==> src/rtl/alu_pkg.sv <==
`default_nettype none
// ============================================================================
//  Module      : alu_pkg
//  Description : Shared constants and types for the ALU issue path:
//                ALU opcodes (funct3 values), RV32I major opcodes, the
//                alternate funct7 encoding, the issue bundle struct and a
//                12-bit immediate sign-extension helper.
//  Revision    : 1.0  initial release
// ============================================================================
package alu_pkg;

  localparam int c_XLEN = 32;

  // ALU opcodes; these are the RV32I funct3 values
  localparam logic [2:0] c_ALU_ADD  = 3'b000;
  localparam logic [2:0] c_ALU_SLL  = 3'b001;
  localparam logic [2:0] c_ALU_SLT  = 3'b010;
  localparam logic [2:0] c_ALU_SLTU = 3'b011;
  localparam logic [2:0] c_ALU_XOR  = 3'b100;
  localparam logic [2:0] c_ALU_SR   = 3'b101;
  localparam logic [2:0] c_ALU_OR   = 3'b110;
  localparam logic [2:0] c_ALU_AND  = 3'b111;

  // Major opcodes and the alternate funct7 (SUB / SRA / SRAI)
  localparam logic [6:0] c_OPC_OP     = 7'b0110011;
  localparam logic [6:0] c_OPC_OP_IMM = 7'b0010011;
  localparam logic [6:0] c_F7_ZERO    = 7'b0000000;
  localparam logic [6:0] c_F7_ALT     = 7'b0100000;

  // Bundle handed to the ALU
  typedef struct packed {
    logic [c_XLEN-1:0] operand1;
    logic [c_XLEN-1:0] operand2;
    logic [2:0]        opcode;
    logic              is_signed;
    logic [4:0]        rd;
  } issue_t;

  localparam int c_ISSUE_W = $bits(issue_t);

  function automatic logic [c_XLEN-1:0] sext12(input logic [11:0] imm);
    return {{(c_XLEN-12){imm[11]}}, imm};
  endfunction

endpackage : alu_pkg
`default_nettype wire

==> src/rtl/alu_skid_buffer.sv <==
`default_nettype none
// ============================================================================
//  Module      : alu_skid_buffer
//  Description : Two-entry valid/ready buffer: an output register plus one
//                skid entry. Input ready is registered (high whenever the
//                skid entry is empty), so upstream never sees a combinational
//                path from out_ready. Strict FIFO order.
//  Ports       : clk, rst (async, active-high)
//                in_valid / in_ready / in_data    upstream handshake
//                out_valid / out_ready / out_data downstream handshake
//  Revision    : 1.0  initial release
// ============================================================================
module alu_skid_buffer #(
  parameter int WIDTH = 8
) (
  input  logic             clk,
  input  logic             rst,
  input  logic             in_valid,
  output logic             in_ready,
  input  logic [WIDTH-1:0] in_data,
  output logic             out_valid,
  input  logic             out_ready,
  output logic [WIDTH-1:0] out_data
);

  logic             out_valid_q,  out_valid_d;
  logic [WIDTH-1:0] out_data_q,   out_data_d;
  logic             skid_valid_q, skid_valid_d;
  logic [WIDTH-1:0] skid_data_q,  skid_data_d;
  logic             in_ready_q;
  logic             push;
  logic             pop;

  assign push = in_valid && in_ready_q;
  assign pop  = out_valid_q && out_ready;

  always_comb begin
    out_valid_d  = out_valid_q;
    out_data_d   = out_data_q;
    skid_valid_d = skid_valid_q;
    skid_data_d  = skid_data_q;
    if (!out_valid_q || pop) begin
      // Output register is free this edge: the oldest word moves in.
      if (skid_valid_q) begin
        out_valid_d  = 1'b1;
        out_data_d   = skid_data_q;
        skid_valid_d = push;
        if (push) begin
          skid_data_d = in_data;
        end
      end else begin
        out_valid_d = push;
        if (push) begin
          out_data_d = in_data;
        end
      end
    end else if (push) begin
      // Output register stalled: park the new word in the skid entry.
      skid_valid_d = 1'b1;
      skid_data_d  = in_data;
    end
  end

  always_ff @(posedge clk or posedge rst) begin
    if (rst) begin
      out_valid_q  <= 1'b0;
      out_data_q   <= '0;
      skid_valid_q <= 1'b0;
      skid_data_q  <= '0;
      in_ready_q   <= 1'b0;
    end else begin
      out_valid_q  <= out_valid_d;
      out_data_q   <= out_data_d;
      skid_valid_q <= skid_valid_d;
      skid_data_q  <= skid_data_d;
      in_ready_q   <= !skid_valid_d;
    end
  end

  assign in_ready  = in_ready_q;
  assign out_valid = out_valid_q;
  assign out_data  = out_data_q;

endmodule : alu_skid_buffer
`default_nettype wire

==> src/rtl/alu_issue_stage.sv <==
`default_nettype none
// ============================================================================
//  Module      : alu_issue_stage
//  Description : Decode/issue stage in front of the integer ALU. Decodes
//                RV32I OP / OP-IMM words, builds operand1/operand2, the ALU
//                opcode (funct3) and is_signed, and buffers the bundle in a
//                two-entry skid buffer. Illegal words are consumed, never
//                issued, and reported with a one-cycle err_valid pulse.
//  Ports       : clk, rst (async, active-high)
//                in_valid/in_ready, in_instr, in_rs1_data, in_rs2_data
//                out_valid/out_ready, out_operand1, out_operand2,
//                out_opcode, out_is_signed, out_rd
//                err_valid (pulse), err_instr (held until next error)
//  Revision    : 1.0  initial release
// ============================================================================
module alu_issue_stage
  import alu_pkg::*;
#(
  parameter int XLEN    = 32,   // only 32 is supported
  parameter int RADDR_W = 5
) (
  input  logic               clk,
  input  logic               rst,
  input  logic               in_valid,
  output logic               in_ready,
  input  logic [31:0]        in_instr,
  input  logic [XLEN-1:0]    in_rs1_data,
  input  logic [XLEN-1:0]    in_rs2_data,
  output logic               out_valid,
  input  logic               out_ready,
  output logic [XLEN-1:0]    out_operand1,
  output logic [XLEN-1:0]    out_operand2,
  output logic [2:0]         out_opcode,
  output logic               out_is_signed,
  output logic [RADDR_W-1:0] out_rd,
  output logic               err_valid,
  output logic [31:0]        err_instr
);

  // Instruction fields
  logic [6:0] opc;
  logic [2:0] f3;
  logic [6:0] f7;
  logic       f3_is_shift;

  assign opc         = in_instr[6:0];
  assign f3          = in_instr[14:12];
  assign f7          = in_instr[31:25];
  assign f3_is_shift = (f3 == c_ALU_SLL) || (f3 == c_ALU_SR);

  // Decoder
  logic   legal;
  issue_t dec;

  always_comb begin
    legal         = 1'b0;
    dec.operand1  = in_rs1_data;
    dec.operand2  = in_rs2_data;
    dec.opcode    = f3;
    dec.rd        = in_instr[11:7];
    // SLT/SLTI always signed; SR only with the alternate funct7 (SRA/SRAI)
    dec.is_signed = (f3 == c_ALU_SLT) || ((f3 == c_ALU_SR) && (f7 == c_F7_ALT));

    if (opc == c_OPC_OP) begin
      legal = (f7 == c_F7_ZERO) ||
              ((f7 == c_F7_ALT) && ((f3 == c_ALU_ADD) || (f3 == c_ALU_SR)));
      if (f3_is_shift) begin
        dec.operand2 = {27'b0, in_rs2_data[4:0]};
      end else if ((f3 == c_ALU_ADD) && (f7 == c_F7_ALT)) begin
        // SUB is executed by the ALU adder on a negated operand
        dec.operand2 = ~in_rs2_data + 32'd1;
      end
    end else if (opc == c_OPC_OP_IMM) begin
      if (f3 == c_ALU_SLL) begin
        legal        = (f7 == c_F7_ZERO);
        dec.operand2 = {27'b0, in_instr[24:20]};
      end else if (f3 == c_ALU_SR) begin
        legal        = (f7 == c_F7_ZERO) || (f7 == c_F7_ALT);
        dec.operand2 = {27'b0, in_instr[24:20]};
      end else begin
        legal        = 1'b1;
        dec.operand2 = sext12(in_instr[31:20]);
      end
    end
  end

  // Handshake and error reporting
  logic   accept;
  logic   buf_in_valid;
  issue_t buf_out;
  logic   err_valid_q, err_valid_d;
  logic [31:0] err_instr_q, err_instr_d;

  assign accept       = in_valid && in_ready;
  // Illegal words complete the upstream handshake but never enter the buffer
  assign buf_in_valid = in_valid && legal;

  always_comb begin
    err_valid_d = accept && !legal;
    err_instr_d = err_valid_d ? in_instr : err_instr_q;
  end

  always_ff @(posedge clk or posedge rst) begin
    if (rst) begin
      err_valid_q <= 1'b0;
      err_instr_q <= '0;
    end else begin
      err_valid_q <= err_valid_d;
      err_instr_q <= err_instr_d;
    end
  end

  alu_skid_buffer #(
    .WIDTH (c_ISSUE_W)
  ) u_skid (
    .clk       (clk),
    .rst       (rst),
    .in_valid  (buf_in_valid),
    .in_ready  (in_ready),
    .in_data   (dec),
    .out_valid (out_valid),
    .out_ready (out_ready),
    .out_data  (buf_out)
  );

  assign out_operand1  = buf_out.operand1;
  assign out_operand2  = buf_out.operand2;
  assign out_opcode    = buf_out.opcode;
  assign out_is_signed = buf_out.is_signed;
  assign out_rd        = buf_out.rd;
  assign err_valid     = err_valid_q;
  assign err_instr     = err_instr_q;

endmodule : alu_issue_stage
`default_nettype wire
==> config.mk <==
export PLATFORM = sky130hd
export DESIGN_NAME = alu_issue_stage
export DESIGN_NICKNAME = d
export VERILOG_FILES = /design/src/rtl/alu_pkg.sv /design/src/rtl/alu_skid_buffer.sv /design/src/rtl/alu_issue_stage.sv
export SDC_FILE = /design/constraint.sdc
export NUM_CORES = 1
export LEC_CHECK = 0
export ABC_AREA = 1
export CORE_UTILIZATION = 46
export CTS_CLUSTER_SIZE = 12
export DETAILED_ROUTE_END_ITERATION = 10
export PLACE_DENSITY = 0.77
export SLEW_MARGIN = 20
export SYNTH_ARGS = -nofsm -noshare
export SYNTH_HDL_FRONTEND = slang
export SYNTH_SLANG_ARGS = --single-unit
==> constraint.sdc <==
create_clock -name clk -period 6.4 [get_ports clk]
set_clock_uncertainty 0.1 [all_clocks]
set_input_delay 1.28 -clock clk [delete_from_list [all_inputs] [get_ports clk]]
set_output_delay 1.28 -clock clk [all_outputs]
set_load 0.02 [all_outputs]
==> metrics.yaml <==
clock_latency_ns: 0.43
worstPathRequired_ns: 6.58
syn2layout_area_growth_pct: 29.3
core-area_sq_um: 20200
postCtsSetupRepairBufs: 0
antenna_cells: 0
numCtsBuffers: 17
start_util_pct: 47.0
relSlewSlack_pct: 30.9
critical_path_class: "in -> reg"
grt_max_degree: 113
end_kind: "register"
cts_sinks: 182
grt_pass1_wl_mm: 42.5
tns_ns: 0
cts_resized: 0
antenna_found_initial: 0
ys_seq_area_share_pct: 47.9
crit_path_max_fanout: 112
synth_mux_area_share_pct: 0
fin_nets: 1628
worst_pin_slew_ns: 1.03
cp.arrival_ns: 4.29
ctsLongestPathBuffers: 2
final_antenna_net_count: 0
hold_path.class: "reg -> reg"
final_cell_mix: "607 x nand2_1, 207 x clkdlybuf4s50_1, 181 x dfrtp_1, 103 x inv_1"
gp_congestion: 0.943
cellPowerDensity_nw_per_um2: 255
period_share_pct: 64.3
final_common_cell: "nand2_1"
syn_area_sq_um: 9510
hold_violations: 0
fmaxAchievable_mhz: 243
htreeDepth: 4
dr_total_vias: 9120
grt_pass1_vias: 8322
critPathLaunchType: "input pin"
cts_tree: "done"
rsz0062_at_grt: "no"
grt.overflow.total: 0
rrSetupSlack_ns: 3.41
synthAdderAreaFrac_pct: 0.132
rows: 52
die_h_microns: 146
synth_top_family_by_area: "simple AND/OR/NAND/NOR gates"
pin_count: 208
outcome: "complete, no violations"
drc: 0
grt.total_usage_pct: 24.9
synth_xor_area_share_pct: 0
wl_per_cell_microns: 14.3
portBuffers: 207
avgSynthCellArea_sq_um: 6.98
post_drt_via_cell_ratio: 5.04
syn_nets: 1463
drv_cap: 0
drt_iter0_markers: 621
setup_viol: 0
die_x_microns: 146
clkTransAtPathRegs_ns: 0.07
hpwl_mm: 17.6
drive_above_1_share_pct: 4.42
finalMaxSlewViolations: 0
fin_util_pct: 60.8
synthSimpleGateAreaFrac_pct: 34.0
postCtsHoldBufs: 0
ctsRootBufferMaster: "clkbuf_16"
cellLeakagePower_nw: 6.04
synth_cell_types: 28
die_area_sq_um: 21300
ys_warn_count: 0
ir_worst_vdd_v: 0.000173
period_needed_ns: 4.11
synthCells: 1362
drt_wl_total_mm: 25.8
synth_seq_cells: 182
dr.pass1.iters: 5
synth_compound_area_share_pct: 9.98
-- synth_stat cells --
cell type / n / area share (%)
inv_1: 104 / 4.1
buf_2: 29 / 1.5
nand2_2: 1 / 0.066
o211ai_1: 4 / 0.32
clkbuf_1: 30 / 1.2
and2_1: 1 / 0.066
o21ai_0: 101 / 5.3
nand3_1: 84 / 4.4
nand3_4: 1 / 0.18
buf_6: 3 / 0.36
nor2_4: 4 / 0.47
a21oi_2: 1 / 0.092
or2_2: 6 / 0.39
a21boi_0: 3 / 0.24
nor2_2: 1 / 0.066
ha_1: 1 / 0.13
a21oi_1: 24 / 1.3
o21bai_1: 1 / 0.079
buf_4: 6 / 0.47
nand2_1: 608 / 24
nor3_1: 2 / 0.11
buf_1: 2 / 0.079
dfrtp_1: 182 / 48
nand4_1: 1 / 0.066
o21ai_1: 51 / 2.7
nor2_1: 102 / 4.0
nand3_2: 1 / 0.11
inv_2: 8 / 0.32
-- critical path, stage by stage --
cell             delay, ns
clkdlybuf4s50_1       0.42
nor2_1                0.13
nand3_2               0.11
inv_2                 0.07
nand2_2               0.18
inv_2                 0.44
nand2_1               0.10
nand2_1               0.09
and2_1                0.59
nand3_4               0.15
buf_6                 0.31
nand2_1               0.20
o21ai_1               0.10
-- logic make-up (layout without fill, tap and decap cells) --
| group | count (synthesis) | in the layout |
|---|---|---|
| AND/OR/NAND/NOR | 812 | 812 |
| adder cells (fa/ha/maj) | 1 | 1 |
| AO/OA/AOI/OAI | 185 | 185 |
| flip-flops | 182 | 182 |
| buffers and inverters | 182 | 360 |
-- flip-flops by register name (all words and copies together) (netlist names) --
register             cells
u_skid.in_ready          1
u_skid.skid_valid_q      1
u_skid.out_data         73
u_skid.out_valid         1
u_skid.skid_data_q      73
err_valid                1
err_instr               32
-- metal layers --
| metal | part of all wire (%) | GRT usage [%] | vias to the layer above | wire length, microns |
|---|---|---|---|---|
| met5 | 0 | 0 | - | 0 |
| met4 | 1.7 | 7.21 | 0 | 427 |
| met3 | 5.9 | 4.23 | 33 | 1540 |
| met2 | 46 | 38.9 | 293 | 11800 |
| met1 | 47 | 35.7 | 4234 | 12000 |
| li1 | - | - | 4560 | - |
-- report_power, final --
group	leakage, nW	internal [mW]	total, mW	switching, mW
Sequential	2.32	1.27	1.34	0.0687
Clock	0.298	0.595	1.09	0.496
Combinational	3.42	0.328	0.702	0.374
-- worst paths after layout --
path	from	to	cells after the start
setup / recovery	in_instr[2]	u_skid.skid_data_q[54]$_DFFE_PP0P_	13
hold / removal	u_skid.out_data[19]$_DFFE_PP0P_	u_skid.out_data[19]$_DFFE_PP0P_	2
setup reg to reg	u_skid.skid_valid_q$_DFF_PP0_	u_skid.out_data[72]$_DFFE_PP0P_	7
hold reg to reg	u_skid.out_data[19]$_DFFE_PP0P_	u_skid.out_data[19]$_DFFE_PP0P_	2
max in group asynchronous	rst	u_skid.out_data[24]$_DFFE_PP0P_	3
min in group asynchronous	rst	err_instr[9]$_DFFE_PP0P_	2
-- area by class of cell --
class	count	area (sq um)
Fill cell	1833	7930
Clock inverter	15	188
Multi-Input combinational cell	998	4220
Inverter	112	425
Tap cell	270	338
Clock buffer	17	425
Sequential cell	182	4560
Timing Repair Buffer	216	2160
-- stage by stage --
| stage | std cells | setup slack (ns) | power (mW) | area, sq um | hold WS [ns] |
|---|---|---|---|---|---|
| global placement | 1778 | 1.78 | 2.05 | 11700 | 0.356 |
| finish | 1810 | 2.29 | 3.13 | 12300 | 0.377 |
| CTS | 1810 | 2.15 | 3.16 | 12300 | 0.377 |
| floorplan | 1362 | 0.0763 | 1.68 | 9510 | 0.341 |
| global route | 1810 | 2.00 | 3.26 | 12300 | 0.396 |
| detailed placement | 1778 | 1.70 | 2.06 | 11700 | 0.358 |
(Power assumes the default switching activity.)
